`src/rtl/mem_arbiter.sv`:
```
// Round-robin arbiter sharing one single-port memory between an instruction-fetch
// port and a load/store port, with registered acknowledge and a completion timeout.
module mem_arbiter #(
    parameter int unsigned AW      = 32,
    parameter int unsigned DW      = 32,
    parameter int unsigned TIMEOUT = 255
) (
    input  logic              clk,
    input  logic              rst,
    input  logic              i_req,
    input  logic [AW-1:0]     i_addr,
    output logic              i_ack,
    output logic [DW-1:0]     i_rdata,
    output logic              i_err,
    input  logic              d_req,
    input  logic [AW-1:0]     d_addr,
    input  logic              d_we,
    input  logic [DW/8-1:0]   d_be,
    input  logic [DW-1:0]     d_wdata,
    output logic              d_ack,
    output logic [DW-1:0]     d_rdata,
    output logic              d_err,
    output logic              mem_req,
    output logic [AW-1:0]     mem_addr,
    output logic              mem_we,
    output logic [DW/8-1:0]   mem_be,
    output logic [DW-1:0]     mem_wdata,
    input  logic [DW-1:0]     mem_rdata,
    input  logic              mem_ready,
    output logic              busy
);

    localparam int unsigned BW = DW / 8;
    localparam int unsigned CW = $clog2(TIMEOUT + 1);

    localparam logic [1:0] S_IDLE = 2'd0;
    localparam logic [1:0] S_BUSY = 2'd1;
    localparam logic [1:0] S_RESP = 2'd2;

    logic [1:0]    r_state;
    logic [1:0]    w_state_nxt;
    logic          r_prio_d;
    logic          r_owner_d;
    logic [CW-1:0] r_cnt;
    logic          w_grant;
    logic          w_grant_d;
    logic          w_done;
    logic          w_timeout;

    // Next-state and per-cycle decisions
    always_comb begin
        w_state_nxt = r_state;
        w_grant     = 1'b0;
        w_grant_d   = 1'b0;
        w_done      = 1'b0;
        w_timeout   = 1'b0;
        case (r_state)
            S_IDLE: begin
                if (i_req || d_req) begin
                    w_grant     = 1'b1;
                    w_grant_d   = d_req && (!i_req || r_prio_d);
                    w_state_nxt = S_BUSY;
                end
            end
            S_BUSY: begin
                // mem_ready wins over a timeout landing in the same cycle
                if (mem_ready) begin
                    w_done      = 1'b1;
                    w_state_nxt = S_RESP;
                end else if (r_cnt == CW'(TIMEOUT - 1)) begin
                    w_done      = 1'b1;
                    w_timeout   = 1'b1;
                    w_state_nxt = S_RESP;
                end
            end
            S_RESP: begin
                w_state_nxt = S_IDLE;
            end
            default: begin
                w_state_nxt = S_IDLE;
            end
        endcase
    end

    always_ff @(posedge clk or posedge rst) begin
        if (rst) begin
            r_state <= S_IDLE;
        end else begin
            r_state <= w_state_nxt;
        end
    end

    // Arbitration bookkeeping and wait counter
    always_ff @(posedge clk or posedge rst) begin
        if (rst) begin
            r_prio_d  <= 1'b1;
            r_owner_d <= 1'b0;
            r_cnt     <= '0;
        end else if (w_grant) begin
            r_prio_d  <= !w_grant_d;
            r_owner_d <= w_grant_d;
            r_cnt     <= '0;
        end else if (r_state == S_BUSY && !w_done && r_cnt != '1) begin
            r_cnt <= r_cnt + CW'(1);
        end
    end

    // Memory-side request, latched at grant and held through BUSY
    always_ff @(posedge clk or posedge rst) begin
        if (rst) begin
            mem_req   <= 1'b0;
            mem_addr  <= '0;
            mem_we    <= 1'b0;
            mem_be    <= '0;
            mem_wdata <= '0;
            busy      <= 1'b0;
        end else begin
            busy <= (w_state_nxt != S_IDLE);
            if (w_grant) begin
                mem_req <= 1'b1;
                if (w_grant_d) begin
                    mem_addr  <= d_addr;
                    mem_we    <= d_we;
                    mem_be    <= d_be;
                    mem_wdata <= d_wdata;
                end else begin
                    mem_addr  <= i_addr;
                    mem_we    <= 1'b0;
                    mem_be    <= {BW{1'b1}};
                    mem_wdata <= '0;
                end
            end else if (w_done) begin
                mem_req <= 1'b0;
            end
        end
    end

    // Requester-side completion; stores and timeouts return zero data
    always_ff @(posedge clk or posedge rst) begin
        if (rst) begin
            i_ack   <= 1'b0;
            i_rdata <= '0;
            i_err   <= 1'b0;
            d_ack   <= 1'b0;
            d_rdata <= '0;
            d_err   <= 1'b0;
        end else begin
            i_ack <= 1'b0;
            d_ack <= 1'b0;
            if (w_done) begin
                if (r_owner_d) begin
                    d_ack   <= 1'b1;
                    d_err   <= w_timeout;
                    d_rdata <= (w_timeout || mem_we) ? '0 : mem_rdata;
                end else begin
                    i_ack   <= 1'b1;
                    i_err   <= w_timeout;
                    i_rdata <= w_timeout ? '0 : mem_rdata;
                end
            end
        end
    end

endmodule

```
`config.mk`:
```
export PLATFORM = sky130hd
export DESIGN_NAME = mem_arbiter
export DESIGN_NICKNAME = d
export VERILOG_FILES = /design/src/rtl/mem_arbiter.sv
export SDC_FILE = /design/constraint.sdc
export NUM_CORES = 1
export LEC_CHECK = 0
export CAP_MARGIN = 15
export CORE_UTILIZATION = 41
export CTS_CLUSTER_SIZE = 24
export DETAILED_ROUTE_END_ITERATION = 12
export PLACE_DENSITY = 0.78
export SLEW_MARGIN = 20
export SYNTH_ARGS = -nofsm -noshare
export SYNTH_HDL_FRONTEND = slang
export SYNTH_SLANG_ARGS = --single-unit
```
`constraint.sdc`:
```
create_clock -name clk -period 5.95 [get_ports clk]
set_input_delay 0.8925 -clock clk [delete_from_list [all_inputs] [get_ports clk]]
set_output_delay 0.8925 -clock clk [all_outputs]
set_load 0.01 [all_outputs]
```
==> impl_metrics.json, run 1 <==
{
  "status": "completed",
  "cts_buffers": 17,
  "grt_remaining_overflow": 0,
  "worstPathCellList": "clkdlybuf4s50_1 -> o21ai_4 -> buf_4 -> or2_1 -> a21oi_1",
  "die_x_um": 121,
  "grt_pass1_wl_um": 26100,
  "yosysTopAreaCell": "dfrtp_1",
  "first_iter_violations": 412,
  "cp_slowest_cell": "o21ai_4",
  "synth_xor_area_frac": 0,
  "syn_nets": 592,
  "cts_resized": 0,
  "synth_cell_types": 42,
  "hold_viol_final": 0,
  "clock_path_buffers": 2,
  "arrival_ps": 3190,
  "cpPeakStageDelay_ps": 810,
  "htree_levels": 4,
  "fin_tns_setup_ps": 0,
  "crit_path_end_kind": "flip-flop",
  "syn-cell-area_mm2": 0.00581,
  "synth-compound-area-share": 0.225,
  "ys_ff_latch": 151,
  "antenna_left": 0,
  "synthSimpleGateAreaFrac": 0.0776,
  "dp_hpwl_um": 12000,
  "slew_viol_final": 0,
  "cp-start-kind": "input port",
  "nNetsFinal": 862,
  "num_antenna_cells": 0,
  "die-area_mm2": 0.0146,
  "path_delay_family": "buffers and inverters",
  "clk_pin_slew_ps": 60,
  "wl_per_cell_um": 18.6,
  "grt_pass1_vias": 4841,
  "maxCapViolCount": 0,
  "place_congestion": 0.811,
  "hold_buffers": 0,
  "vias": 4923,
  "min_period_over_period": 0.492,
  "drc": 0,
  "max_freq_ghz": 0.341,
  "n_fill_cell": 984,
  "yosys-top-cells-count": "150 x dfrtp_1, 97 x a22o_1, 63 x nand2_1, 26 x a22oi_1, 17 x buf_2",
  "powerDensity_mw_per_mm2": 527,
  "synth_top_family_by_area": "compound AO/OA/AOI/OAI gates",
  "synth_most_common_cell": "dfrtp_1",
  "antenna_found_initial": 0,
  "layout-drive-gt1-share": 0.0721,
  "tightest_slew_ps": 983,
  "grtUsageTotal": 0.233,
  "avgSynthCellArea_um2": 12.8,
  "path_buf_inv": 2,
  "rows": 43,
  "clock_sinks": 151,
  "clk_latency_ps": 410,
  "wl_um": 17000,
  "yosys.area.top_type_share": 0.647,
  "timing.hold.ws_ps": 494,
  "grt_max_degree": 104,
  "synthFlopType": "dfrtp_1",
  "critPathKind": "input port to flip-flop",
  "worstPathRequired_ps": 6210,
  "yosysSeqAreaShare": 0.651,
  "synth_fa_ha_area_frac": 0.00431,
  "fin_skew_ps": 9.30,
  "p_leak_nw": 4.03,
  "start_util": 0.420,
  "setup_viol": 0,
  "min_period_ps": 2930,
  "peakVddDrop_mv": 0.240,
  "core_mm2": 0.0138,
  "slew_headroom": 0.342,
  "cts-root-buf": "clkbuf_16",
  "synthTopCellsByArea": "dfrtp_1 65%, a22o_1 15%, nand2_1 4.1%, a22oi_1 3.4%, buf_2 1.5%",
  "cts_tree": "yes",
  "yosys_warnings": 0,
  "ioPinCount": 277,
  "vias_per_cell": 5.38,
  "rsz0062_at_grt": "no",
  "dr.pass1.iters": 6,
  "synth_async_sr_flop_share": 1.00,
  "netlist_instances": 452,
  "area_delta_synth_final_pct": 59.1,
  "die_h_um": 121,
  "synth-edff-count": 0,
  "cp_max_fo": 45,
  "hp-class": "flip-flop to flip-flop",
  "cts_setup_buffers": 0,
  "portBuffers": 276,
  "synthMuxAreaShare": 0.00776
}
## tightest hold or removal path, stage by stage (launching register included)
cell     delay, ps
dfrtp_1        350
nand2_1         50
o21ai_0         60
## flip-flops by register name, summed over array words and instances, names as in the netlist
name and cells:
busy 1, mem_we 1, r_cnt 8, i_rdata 32, d_err 1, mem_be 4, mem_req 1, r_owner_d 1
d_ack 1, d_rdata 32, mem_addr 32, i_err 1, mem_wdata 32, i_ack 1, r_prio_d 1, r_state 2
## cell type report
cell class | count | area, um^2 | share of cell area
Sequential cell | 151 | 3780 | 0.409
Timing Repair Buffer | 283 | 2820 | 0.306
Multi-Input combinational cell | 263 | 1840 | 0.199
Clock buffer | 20 | 437 | 0.0473
Tap cell | 180 | 225 | 0.0244
Clock inverter | 12 | 105 | 0.0114
Inverter | 6 | 27.5 | 0.00298
## routing by layer
layer,GRT usage,share of wire,routed length [um],vias up
met4,0.0887,0.022,379,0
met5,0,0,0,-
met1,0.292,0.41,6940,2417
met3,0.0620,0.083,1410,25
met2,0.383,0.49,8300,257
li1,-,-,-,2224
## worst paths after layout
path	depth (start not counted)	endpoint	slack [ps]	start
worst min-delay path	2	mem_addr[25]	490	mem_addr[25]
worst min register to register	2	mem_addr[25]	490	mem_addr[25]
min in group asynchronous	2	d_rdata[4]	1060	rst
max in group asynchronous	3	r_owner_d	3670	rst
worst max-delay path	5	r_owner_d	3020	d_req
worst max register to register	5	mem_be[2]	3880	r_state[0]
## per-stage QoR
stage	std cells	power [W]	instance area (um^2)	util	setup WS, ps
floorplan	452	0.00270	5810	-	994
global placement	882	0.00383	8680	0.627	2700
detailed placement	882	0.00389	8680	0.628	2620
CTS	914	0.00489	9220	0.667	3060
global route	915	0.00514	9230	0.668	2890
finish	915	0.00486	9230	0.668	3020
## cells by family after synthesis
group                      count (synthesis)
AOI/OAI and AO/OA                        160
buffers and inverters                     38
adders and majority gates                  2
and+or+nand+nor                           97
muxes                                      4
DFF                                      151
## where the power goes
group | internal [W] | switching (W)
Sequential | 0.00149 | 0.000289
Combinational | 0.00121 | 0.000897
Clock | 0.000573 | 0.000410
## cells in the final DEF (no fill, tap or decap), drive strengths merged, types with 2 or more instances in the layout
| cell type | n |
|---|---|
| a21oi | 4 |
| a22o | 97 |
| a22oi | 26 |
| and3 | 2 |
| buf | 7 |
| clkbuf | 20 |
| clkdlybuf4s50 | 276 |
| clkinv | 5 |
| clkinvlp | 5 |
| dfrtp | 150 |
| ha | 2 |
| inv | 7 |
| mux2i | 3 |
| nand2 | 63 |
| nand3 | 10 |
| nand4 | 2 |
| nor2 | 10 |
| nor3 | 2 |
| o211ai | 2 |
| o21ai | 14 |
| o22a | 4 |
| o22ai | 5 |
| o31ai | 2 |
| or2 | 2 |
(Power assumes the default switching activity.)
==> run 2, diff against run 1 <==
==> constraint.sdc (replaced) <==
create_clock -name clk -period 2.95 [get_ports clk]
set_input_delay 0.4425 -clock clk [delete_from_list [all_inputs] [get_ports clk]]
set_output_delay 0.4425 -clock clk [all_outputs]
set_load 0.01 [all_outputs]
==> impl_metrics.json, run 2 (synthesis gave the netlist of run 1 again) <==
{
  "status": "completed",
  "grt_pass1_wl_um": 26200,
  "p_leak_nw": 4.09,
  "nNetsFinal": 867,
  "grt_max_degree": 111,
  "cts_setup_buffers": 0,
  "antenna_left": 0,
  "fin_tns_setup_ps": 0,
  "crit_path_end_kind": "flip-flop",
  "tightest_slew_ps": 698,
  "ioPinCount": 277,
  "portBuffers": 276,
  "hold_buffers": 0,
  "drc": 0,
  "rows": 43,
  "start_util": 0.420,
  "setup_ws_ps": 929,
  "powerDensity_mw_per_mm2": 1070,
  "grt_pass1_vias": 5005,
  "clock_sinks": 151,
  "slew_viol_final": 0,
  "final_common_cell": "clkdlybuf4s50_1",
  "dr.pass1.iters": 6,
  "maxCapViolCount": 0,
  "timing.rr.end": "r_cnt[7]",
  "rsz0062_at_grt": "no",
  "peakVddDrop_mv": 0.495,
  "grt_remaining_overflow": 0,
  "critPathKind": "flip-flop to flip-flop",
  "design_area_mm2": 0.00933,
  "core_mm2": 0.0138,
  "place_congestion": 0.826,
  "met2_usage": 0.387,
  "wl_per_cell_um": 18.4,
  "reg2reg_depth": 6,
  "cp_max_fo": 11,
  "cts_tree": "yes",
  "reg2reg_slack_ps": 930,
  "min_period_ps": 2020,
  "wl_um": 16900,
  "worstPathRequired_ps": 3240,
  "num_antenna_cells": 0,
  "hold_depth": 2,
  "max_freq_ghz": 0.495,
  "min_period_over_period": 0.685,
  "place_area_mm2": 0.00874,
  "die-area_mm2": 0.0146,
  "die_h_um": 121,
  "vias_per_cell": 5.45,
  "arrival_ps": 2310,
  "layout-drive-gt1-share": 0.0744,
  "hp-start": "mem_addr[28]",
  "cts_resized": 0,
  "hp-class": "flip-flop to flip-flop",
  "htree_levels": 4,
  "dp_hpwl_um": 11800,
  "slew_headroom": 0.532,
  "clk_latency_ps": 410,
  "clk_pin_slew_ps": 50,
  "holdPathEnd": "mem_addr[28]",
  "grt.busiest_layer": "met2",
  "cts_buffers": 17,
  "r2r-start": "r_cnt[0]",
  "first_iter_violations": 315,
  "antenna_found_initial": 0,
  "met3_usage": 0.0728,
  "vias": 5013,
  "die_x_um": 121,
  "layout_common_cells": "276 x clkdlybuf4s50_1, 150 x dfrtp_1, 97 x a22o_1, 63 x nand2_1, 26 x a22oi_1",
  "fin_skew_ps": 7.44,
  "cp-start-kind": "flip-flop",
  "preCtsSetupSlack_ps": 747,
  "clock_path_buffers": 2,
  "area_delta_synth_final_pct": 60.6,
  "cts-root-buf": "clkbuf_16",
  "grtUsageTotal": 0.233,
  "met1_usage": 0.284,
  "hold_viol_final": 0,
  "setup_viol": 0
}
run 2: worst max path at each step:
stage	startpoint	endpoint	cells past startpoint	slack [ps]
after floorplan	rst	busy	1	610
after global placement	d_req	mem_wdata[13]	4	820
after detailed placement	d_req	mem_wdata[16]	4	750
after CTS	r_cnt[0]	r_cnt[7]	6	950
after global routing	r_cnt[0]	r_cnt[7]	6	750
final	r_cnt[0]	r_cnt[7]	6	930
run 2: stage by stage:
stage / hold WS, ps / std cells / total power (W) / util
final: 482 / 919 / 0.0100 / 0.674
after CTS: 487 / 919 / 0.0101 / 0.674
after floorplan: 497 / 452 / 0.00544 / -
after global placement: 469 / 888 / 0.00774 / 0.632
after global routing: 513 / 919 / 0.0105 / 0.674
after detailed placement: 474 / 888 / 0.00788 / 0.632
run 2: area by class of cell:
class | instances | area [um^2]
Clock inverter | 9 | 126
Sequential cell | 151 | 3780
Multi-Input combinational cell | 263 | 1840
Timing Repair Buffer | 288 | 2880
Inverter | 6 | 26.3
Tap cell | 180 | 225
Fill cell | 993 | 4500
Clock buffer | 22 | 454
run 2: report_power, final:
| part | leakage (nW) | internal (W) | switching [W] | total, W |
|---|---|---|---|---|
| Sequential | 1.91 | 0.00300 | 0.000578 | 0.00358 |
| Combinational | 1.90 | 0.00246 | 0.00184 | 0.00430 |
| Clock | 0.284 | 0.00134 | 0.000783 | 0.00213 |
| Total | 4.09 | 0.00680 | 0.00320 | 0.0100 |
run 2: worst max-delay path: stages (launching register included):
cell      delay [ps]
dfrtp_1          440
inv_1             80
ha_1             190
o211ai_1         130
o21ai_1          580
nor3_1           120
a311o_1          350
run 2: metal layers:
layer  vias up  share of wire  wire [um]
met4         0          0.018        303
met2       279           0.48       8160
met3        22           0.10       1760
li1       2232              -          -
met5         -              0          0
met1      2480           0.39       6660
==> run 3, diff against run 2 <==
==> constraint.sdc (replaced) <==
create_clock -name clk -period 2 [get_ports clk]
set_input_delay 0.3 -clock clk [delete_from_list [all_inputs] [get_ports clk]]
set_output_delay 0.3 -clock clk [all_outputs]
set_load 0.01 [all_outputs]
==> impl_metrics.json, run 3 (synthesis gave the netlist of run 1 again) <==
{
  "swShare": 0.327,
  "timing.hold.ws_ps": 395,
  "peakVddDrop_mv": 0.790,
  "multi_input_area_mm2": 0.00184,
  "place_area_mm2": 0.00885,
  "preCtsSetupSlack_ps": 44.2,
  "die-area_mm2": 0.0146,
  "grtUsageTotal": 0.239,
  "cts_buffers": 17,
  "grt_remaining_overflow": 0,
  "nNetsFinal": 871,
  "maxCapViolCount": 0,
  "first_iter_violations": 371,
  "area_delta_synth_final_pct": 61.7,
  "vias_per_cell": 5.35,
  "hold_viol_final": 0,
  "num_antenna_cells": 0,
  "cpPeakStageDelay_ps": 450,
  "grt_max_degree": 89,
  "reg2reg_depth": 6,
  "reg2reg_slack_ps": 160,
  "seq_area_mm2": 0.00378,
  "powerDensity_mw_per_mm2": 1560,
  "n_fill_cell": 970,
  "tightest_slew_ps": 464,
  "internal_power_w": 0.00986,
  "r2r-start": "r_cnt[0]",
  "start_util": 0.420,
  "min_period_over_period": 0.919,
  "hold_buffers": 0,
  "antenna_left": 0,
  "hp-class": "input port to asynchronous set/reset pin",
  "cts_tree": "yes",
  "rows": 43,
  "die_h_um": 121,
  "final_common_cell": "clkdlybuf4s50_1",
  "arrival_ps": 2140,
  "ioPinCount": 277,
  "wl_um": 17000,
  "worstPathRequired_ps": 2300,
  "grt_pass1_vias": 5126,
  "cp-start-kind": "flip-flop",
  "worstPathCellList": "inv_1 -> ha_1 -> o211ai_1 -> o21a_2 -> mux2_4 -> a21o_1",
  "layout_common_cells": "276 x clkdlybuf4s50_1, 150 x dfrtp_1, 97 x a22o_1, 63 x nand2_1, 26 x a22oi_1",
  "clock_path_buffers": 2,
  "layout-drive-gt1-share": 0.0821,
  "grt_pass1_wl_um": 26700,
  "final_cell_count_no_fill": 923,
  "rsz0062_at_grt": "no",
  "crit_path_end_kind": "flip-flop",
  "cp_slowest_cell": "dfrtp_1",
  "timing.rr.end": "r_cnt[5]",
  "dr.pass1.iters": 4,
  "place_congestion": 0.844,
  "antenna_found_initial": 0,
  "placed_cells": 892,
  "slew_viol_final": 0,
  "setup_ws_ps": 163,
  "critPathKind": "flip-flop to flip-flop",
  "die_x_um": 121,
  "clock_sinks": 151,
  "pwr-share-clk": 0.199,
  "cts_setup_buffers": 0,
  "portBuffers": 276,
  "vias": 4935,
  "fin_skew_ps": 9.77,
  "drc": 0,
  "cp_max_fo": 7,
  "status": "completed",
  "design_area_mm2": 0.00939,
  "fin_total_pwr_w": 0.0146,
  "dp_hpwl_um": 12200,
  "switching_power_w": 0.00478,
  "core_mm2": 0.0138,
  "p_seq_frac": 0.360,
  "htree_levels": 4,
  "min_period_ps": 1840,
  "cts-root-buf": "clkbuf_16",
  "setup_viol": 0,
  "p_leak_nw": 4.11,
  "clk_latency_ps": 420,
  "slew_headroom": 0.690,
  "max_freq_ghz": 0.544,
  "clk_pin_slew_ps": 60,
  "wl_per_cell_um": 18.4,
  "combPwrFrac": 0.441
}
-- run 3: cell types whose count changed in the layout (fill, tap and decap cells not counted), moves of 2 or more --
cell and delta:
clkinvlp_4 +2, buf_4 -2, inv_6 +3, bufinv_16 -2, buf_12 +6
-- run 3: layout make-up --
type | count | area share
clock buffer | 20 | 0.0465
clock inverter | 11 | 0.0105
inverter | 6 | 0.00280
multi-input combinational | 263 | 0.196
sequential | 151 | 0.403
tap | 180 | 0.0240
timing repair buffer | 292 | 0.318
-- run 3: how the worst max path moves through the flow --
stage | depth (start not counted) | endpoint | start
floorplan | 1 | busy | rst
global placement | 4 | mem_wdata[13] | d_req
detailed placement | 6 | r_cnt[7] | r_cnt[0]
CTS | 6 | r_cnt[7] | r_cnt[0]
global route | 6 | r_cnt[7] | r_cnt[0]
finish | 6 | r_cnt[5] | r_cnt[0]
-- run 3: through the flow --
step / util / setup TNS, ps
after detailed placement: 0.640 / 0
after global routing: 0.679 / 0
after floorplan: - / -30320
final: 0.679 / 0
after global placement: 0.640 / 0
after CTS: 0.679 / 0
-- run 3: routing by layer --
layer / up-vias / track usage / share of wire
met5: - / 0 / 0
met4: 0 / 0.0918 / 0.015
met3: 24 / 0.0710 / 0.085
met2: 248 / 0.403 / 0.50
met1: 2423 / 0.286 / 0.40
li1: 2240 / - / -
-- run 3: worst max-delay path: cells and delay by family (launching register included) --
family          cells  cell delay, ps
buf+inv             1              80
flops               1             450
fa+ha+maj           1             230
mux                 1             300
compound gates      3             660
-- run 3: what timing repair did --
action | CTS | global route
endpoints found under the hold margin | 0 | 0
endpoints found under the setup margin | 0 | 3
resized for setup | 0 | 1
-- run 3: power groups by stage --
stage               registers (W)  clock network (W)  logic (W)
floorplan                 0.00579                  0    0.00224
global placement          0.00523                  0    0.00631
detailed placement        0.00529                  0    0.00648
CTS                       0.00528            0.00296    0.00652
global route              0.00544            0.00310    0.00691
finish                    0.00527            0.00291    0.00645
